==> src/rtl/inst_fetch_buffer.sv <==
// inst_fetch_buffer: dual-word fetch-to-decode circular queue (ports: clk, rst, flush, fetch_* in, deq_num in, hold_pc/inst2_taken/out_* out); define INST_BUF_BYPASS_EN for same-cycle bypass when empty
module inst_fetch_buffer #(
  parameter int DEPTH = 8
) (
  input  logic        clk,
  input  logic        rst,
  input  logic        flush,
  input  logic        fetch_valid,
  input  logic [31:0] fetch_pc,
  input  logic [31:0] fetch_inst1,
  input  logic [31:0] fetch_inst2,
  input  logic        fetch_inst2_valid,
  input  logic [1:0]  deq_num,
  output logic        hold_pc,
  output logic        inst2_taken,
  output logic        out_valid1,
  output logic        out_valid2,
  output logic [31:0] out_pc1,
  output logic [31:0] out_pc2,
  output logic [31:0] out_inst1,
  output logic [31:0] out_inst2
);
  localparam int AW = $clog2(DEPTH);
  logic [AW-1:0] head, tail, head1, tail1;
  logic [AW:0] count;
  logic [31:0] pc_mem [DEPTH];
  logic [31:0] inst_mem [DEPTH];
  logic acc;
  logic [1:0] enq, deq_req, deq, skip, wr_n;
  logic [31:0] w0_pc, w0_inst;
  assign hold_pc = count >= (AW+1)'(DEPTH - 1);
  assign acc = fetch_valid & ~hold_pc & ~flush & ~rst;
  assign inst2_taken = acc & fetch_inst2_valid;
  assign enq = acc ? (fetch_inst2_valid ? 2'd2 : 2'd1) : 2'd0;
  assign deq_req = deq_num == 2'd3 ? 2'd2 : deq_num;
  assign deq = (AW+1)'(deq_req) > count ? count[1:0] : deq_req;
  assign head1 = head + AW'(1);
  assign tail1 = tail + AW'(1);
`ifdef INST_BUF_BYPASS_EN
  logic byp;
  assign byp = acc & (count == '0);
  assign skip = byp ? (deq_req < enq ? deq_req : enq) : 2'd0;
  assign out_valid1 = byp | (count != '0);
  assign out_valid2 = byp ? fetch_inst2_valid : count >= (AW+1)'(2);
  assign out_pc1 = byp ? fetch_pc : pc_mem[head];
  assign out_inst1 = byp ? fetch_inst1 : inst_mem[head];
  assign out_pc2 = byp ? fetch_pc + 32'd4 : pc_mem[head1];
  assign out_inst2 = byp ? fetch_inst2 : inst_mem[head1];
`else
  assign skip = 2'd0;
  assign out_valid1 = count != '0;
  assign out_valid2 = count >= (AW+1)'(2);
  assign out_pc1 = pc_mem[head];
  assign out_inst1 = inst_mem[head];
  assign out_pc2 = pc_mem[head1];
  assign out_inst2 = inst_mem[head1];
`endif
  assign wr_n = enq - skip;
  assign w0_pc = skip == 2'd1 ? fetch_pc + 32'd4 : fetch_pc;
  assign w0_inst = skip == 2'd1 ? fetch_inst2 : fetch_inst1;
  always_ff @(posedge clk) begin
    if (wr_n != 2'd0) begin
      pc_mem[tail] <= w0_pc;
      inst_mem[tail] <= w0_inst;
    end
    if (wr_n == 2'd2) begin
      pc_mem[tail1] <= fetch_pc + 32'd4;
      inst_mem[tail1] <= fetch_inst2;
    end
  end
  always_ff @(posedge clk) begin
    if (rst || flush) begin
      head <= '0;
      tail <= '0;
      count <= '0;
    end else begin
      head <= head + AW'(deq);
      tail <= tail + AW'(wr_n);
      count <= count + (AW+1)'(wr_n) - (AW+1)'(deq);
    end
  end
endmodule

==> config.mk <==
export PLATFORM = sky130hd
export DESIGN_NAME = inst_fetch_buffer
export DESIGN_NICKNAME = d
export VERILOG_FILES = /design/src/rtl/inst_fetch_buffer.sv
export SDC_FILE = /design/constraint.sdc
export NUM_CORES = 1
export LEC_CHECK = 0
export ABC_CLOCK_PERIOD_IN_PS = 8600
export CAP_MARGIN = 20
export CORE_ASPECT_RATIO = 1.5
export CORE_UTILIZATION = 54
export DETAILED_ROUTE_END_ITERATION = 10
export PLACE_DENSITY_LB_ADDON = 0.25
export SLEW_MARGIN = 0
export SYNTH_ARGS = -nofsm -noshare
export SYNTH_HDL_FRONTEND = slang
export SYNTH_SLANG_ARGS = --single-unit
==> constraint.sdc <==
create_clock -name clk -period 8.6 [get_ports clk]
set_input_delay 2.15 -clock clk [delete_from_list [all_inputs] [get_ports clk]]
set_output_delay 2.15 -clock clk [all_outputs]
set_load 0.1 [all_outputs]
==> results.yml, run 1 <==
global_route:
  grt_max_degree: 64
  grt_overflow: 0
  grt_pass1_wl_um: 141000
  track_usage_pct: 32.8
  grt_pass1_vias: 22700
  antenna_found_initial: 8
detailed_routing:
  drcViolationCount: 0
  met2_length_um: 48600
  drt-met1-wl_um: 33100
  drt-total-wl_um: 95700
  postRouteAntennaNets: 0
  wire_per_inst_um: 27.6
  highest-signal-layer: "met5"
  viasPerCell: 6.39
  wl_met3_um: 9200
  drt-initial-drc-count: 2212
  firstDrtPassIters: 6
  vias: 22100
synth:
  yosys-top-cells-area: "edfxtp_1 (49%), mux4_2 (18%), nand2_1 (10%)"
  ys_seq_area_share_pct: 49.7
  syn_inst: 2582
  synth_edf_count: 512
  syn_area_mm2: 0.0313
  synth_common_cells: "nand2_1 (871), edfxtp_1 (512), mux4_2 (256)"
  synth_most_common_cell: "nand2_1"
  ys.flop_type: "edfxtp_1"
  synth_nets: 2703
  async_flop_share_pct: 0
  syn_area_per_cell_um2: 12.1
  ys_ff_latch: 522
  synth_cell_type_count: 49
  yosys_warnings: 0
  synth_top_cell_by_area: "edfxtp_1"
  synth_top_area_share_pct: 49.1
timing:
  period_minus_slack_ns: 6.84
  holdWs_ns: 0.681
  rsz0062_at_grt: "false"
  fmax_ghz: 0.146
  finalSetupViolations: 0
  worst_slew_pin_slew_ns: 1.13
  slew_viol_final: 0
  finClkSkew_ns: 0.0181
  layout_setup_ws_ns: 1.76
  hold_viol: 0
  fin_crit_sh_pct: 79.5
  fin_tns_setup_ns: 0
  maxSlewHeadroom_pct: 24.2
clocking:
  post-cts-setup-buffer-count: 0
  worstSkewPairLatency_ns: 0.59
  cts_tree: "done"
  postCtsHoldBufs: 0
  h-tree-depth: 2
  cts_resized: 0
  numClockSinks: 522
  cts.root.buffer_cell: "clkbuf_16"
  cts_buffers: 52
  clk_pin_slew_worst_paths_ns: 0.06
  clockBufferDepth: 3
layout:
  nFillCells: 4300
  syn2layout_area_growth_pct: 14.7
  final_nets: 2781
  drive_gt1_share_pct: 21.6
power_and_ir_drop:
  max-vdd-ir-drop_uv: 201
  finalPower_mw: 7.99
  leakagePower_nw: 12.3
  p_per_area_mw_per_mm2: 222
floorplanning:
  fp.dieW_um: 199
  initial_core_util_pct: 54.9
  rows: 107
  die_area_mm2: 0.0590
  core_mm2: 0.0570
  pin_count: 235
  die_h_um: 297
placed_design:
  dp_hpwl_um: 56800
  dp_slack_ns: 2.26
  portBuffers: 234
  routabilityCongestion: 0.843
worst_setup_path:
  crit_path_end_kind: "output port"
  critPathMostFrequentCell: "buf_4"
  critical_path.cell_chain: "buf_4 > buf_4 > mux4_2 > mux2_2 > clkdlybuf4s50_1"
  crit_fanout: 45
  worstSetupStartpointType: "flip-flop"
  arrival_ns: 4.69
  max_stage_delay_ns: 0.98
  cp_data_required_time_ns: 6.45
  critPathSlowestCell: "clkdlybuf4s50_1"
  crit_type: "flip-flop to output port"
status:
  outcome: "completed"
flow_run:
  drv_cap: 0
worst_hold_path:
  min_path_type: "flip-flop to flip-flop"
-- routing by layer --
layer / track usage, % / up-vias
met4: 15.7 / 10
met1: 40.0 / 11000
met2: 56.7 / 1408
li1: - / 9394
met5: 0 / -
met3: 4.99 / 332
-- kinds of logic (layout without fill, tap and decap cells) --
kind of cell / count (synthesis) / after routing / synth area share [%]
DFF: 522 / 522 / 49.7
xor gates and xnor gates: 239 / 239 / 6.80
and+or+nand+nor: 1119 / 1119 / 15.4
adders and majority gates: 18 / 18 / 0.815
buffers and inverters: 284 / 402 / 3.87
AOI/OAI and AO/OA: 13 / 13 / 0.264
muxes: 387 / 387 / 23.1
other: 0 / 4 / 0
-- worst max-delay path: cells and delay by family (launching register included) --
family | cells | cell delay (ns)
buffers and inverters | 3 | 2.40
multiplexers | 2 | 0.92
flip-flops | 1 | 0.66
-- where the power goes --
group,internal (mW),switching (mW)
clock network,1.42,1.00
logic,0.867,1.82
registers,2.84,0.0458
-- placed cells by master (no fill, tap or decap), drive strengths merged, types with 6 or more instances in the layout --
cell type        n
nand2          871
edfxtp         512
mux4           256
clkdlybuf4s50  233
mux2           130
xor2           124
xnor2          115
nor3            76
clkbuf          62
nor2            60
buf             58
nand3           35
inv             20
nand4           20
nor4            20
clkinv          19
ha              14
dfxtp           10
bufinv           9
or3              6
or4              6
o21ai            6
-- sequential cells by signal, indices dropped and copies added (netlist names) --
register,flops
pc_mem,256
tail,3
count,4
head,3
inst_mem,256
-- path summary, 6_finish.rpt --
kind	start	end	slack, ns	cells after the start
hold / removal	tail[1]$_SDFF_PP0_	tail[1]$_SDFF_PP0_	0.68	3
setup / recovery	head[1]$_SDFF_PP0_	out_inst1[23]	1.76	5
hold reg to reg	tail[1]$_SDFF_PP0_	tail[1]$_SDFF_PP0_	0.68	3
setup reg to reg	count[3]$_SDFF_PP0_	pc_mem[1][20]$_DFFE_PP_	4.59	8
-- stage by stage --
step | instances | cell area (um^2) | utilization (%)
floorplan | 2582 | 31300 | -
global placement | 3365 | 34100 | 59.8
detailed placement | 3367 | 34100 | 59.9
CTS | 3461 | 35900 | 63.0
global route | 3466 | 35900 | 63.0
finish | 3467 | 35900 | 63.0
-- layout make-up --
class / instances / area (um^2) / share of cell area [%]
antenna: 4 / 10.0 / 0.0279
clock inverter: 33 / 409 / 1.14
tap: 763 / 955 / 2.66
timing repair buffer: 292 / 2830 / 7.88
clock buffer: 61 / 1380 / 3.83
inverter: 16 / 60.1 / 0.167
sequential: 522 / 15600 / 43.4
multi-input combinational: 1776 / 14700 / 40.9
(Power assumes the default switching activity.)
==> inputs of run 2 (changes only) <==
- ABC_CLOCK_PERIOD_IN_PS: 8600 -> 5600
- clock period: 8.6 -> 5.6 ns (I/O delays scaled with it)
==> run 2 against run 1 <==
Register-to-register slack worse by 2.7 ns. Core utilization down 0.34 points. Clock skew down 0.0059 ns. Critical path type unchanged.
==> results.yml, run 2 (synthesis results as in run 1) <==
floorplanning:
  die_h_um: 297
  fp.dieW_um: 199
  pin_count: 235
  core_mm2: 0.0570
  die_area_mm2: 0.0590
  rows: 107
  initial_core_util_pct: 54.9
clocking:
  postCtsHoldBufs: 0
  post-cts-setup-buffer-count: 0
  clockBufferDepth: 3
  clk_pin_slew_worst_paths_ns: 0.07
  cts_buffers: 49
  h-tree-depth: 2
  numClockSinks: 522
  cts_tree: "done"
  worstSkewPairLatency_ns: 0.58
  cts_resized: 0
  cts.root.buffer_cell: "clkbuf_16"
worst_setup_path:
  crit_path_end_kind: "output port"
  crit_type: "flip-flop to output port"
  critical_path.cell_chain: "buf_4 > mux4_2 > mux2_2 > clkdlybuf4s50_1"
  crit_fanout: 17
  cp_data_required_time_ns: 4.20
  worstSetupStartpointType: "flip-flop"
  arrival_ns: 3.46
  cp_top_family: "buffers and inverters"
  critPathSlowestCell: "clkdlybuf4s50_1"
  crit_buf_inv: 2
  max_stage_delay_ns: 0.99
timing:
  worst_slew_pin_slew_ns: 1.13
  holdWs_ns: 0.696
  finClkSkew_ns: 0.0122
  period_minus_slack_ns: 4.86
  slew_viol_final: 0
  fin_tns_setup_ns: 0
  layout_setup_ws_ns: 0.742
  hold_viol: 0
  rsz0062_at_grt: "false"
  fin_crit_sh_pct: 86.7
  fmax_ghz: 0.206
  finalSetupViolations: 0
  maxSlewHeadroom_pct: 24.5
global_route:
  grt_pass1_wl_um: 140000
  antenna_found_initial: 9
  grt_overflow: 0
  grt_max_degree: 63
  grt_pass1_vias: 22900
  track_usage_pct: 32.5
placed_design:
  dp_slack_ns: 1.12
  dpl_cell_area_mm2: 0.0342
  dp_hpwl_um: 55900
  portBuffers: 234
  routabilityCongestion: 0.833
layout:
  largestRegisters: "inst_mem x256, pc_mem x256, count x4"
  final_nets: 2793
  final_common_cell: "nand2_1"
  drive_gt1_share_pct: 23.7
  final_area_mm2: 0.0357
  syn2layout_area_growth_pct: 14.1
  final_cell_mix: "nand2_1 (871), edfxtp_1 (512), mux4_2 (256), clkdlybuf4s50_1 (169), mux2_2 (130)"
power_and_ir_drop:
  p_per_area_mw_per_mm2: 331
  max-vdd-ir-drop_uv: 463
  leakagePower_nw: 12.3
flow_run:
  drv_cap: 0
detailed_routing:
  drt-total-wl_um: 94200
  drt-initial-drc-count: 2384
  vias: 22100
  firstDrtPassIters: 8
  viasPerCell: 6.37
  wire_per_inst_um: 27.1
  drcViolationCount: 0
  postRouteAntennaNets: 0
status:
  outcome: "completed"
worst_hold_path:
  min_path_type: "flip-flop to flip-flop"
==> run 2: final timing paths <==
kind                 startpoint                      end  slack [ns]  cells after the start
max          head[1]$_SDFF_PP0_              out_pc1[12]        0.74                      4
min          tail[1]$_SDFF_PP0_       tail[1]$_SDFF_PP0_        0.70                      3
max reg2reg  tail[0]$_SDFF_PP0_  pc_mem[4][20]$_DFFE_PP_        1.90                      5
min reg2reg  tail[1]$_SDFF_PP0_       tail[1]$_SDFF_PP0_        0.70                      3
==> run 2: area by class of cell <==
cell class / instances / area, um^2
well taps: 763 / 955
repair buffers: 307 / 2910
flip-flops and latches: 522 / 15600
fillers: 4352 / 21300
diodes: 7 / 17.5
inverters: 16 / 60.1
clock inverters: 23 / 183
clock buffers: 63 / 1320
multi-input cells: 1776 / 14700
==> run 2: power breakdown <==
part	switching [mW]	leakage [nW]	total [mW]	internal, mW
logic	2.82	6.84	4.15	1.33
registers	0.0643	4.70	4.42	4.35
clock network	1.46	0.734	3.25	1.79
==> run 2: worst min-delay path: stages (launching register included) <==
cell     delay (ns)
dfxtp_1        0.33
inv_1          0.10
fa_1           0.18
nor2_1         0.04
==> run 2: through the flow <==
| stage | std cells | utilization, % | power (mW) |
|---|---|---|---|
| after CTS | 3469 | 62.6 | 11.9 |
| after floorplan | 2582 | - | 7.70 |
| final | 3477 | 62.7 | 11.8 |
| after detailed placement | 3383 | 60.0 | 8.65 |
| after global routing | 3476 | 62.7 | 12.2 |
| after global placement | 3383 | 60.0 | 8.62 |
==> run 2: routing by layer <==
metal	GRT usage [%]	part of all wire (%)
met5	0	0.051
met4	16.7	5.0
met2	53.4	49
met1	41.3	35
met3	5.41	11
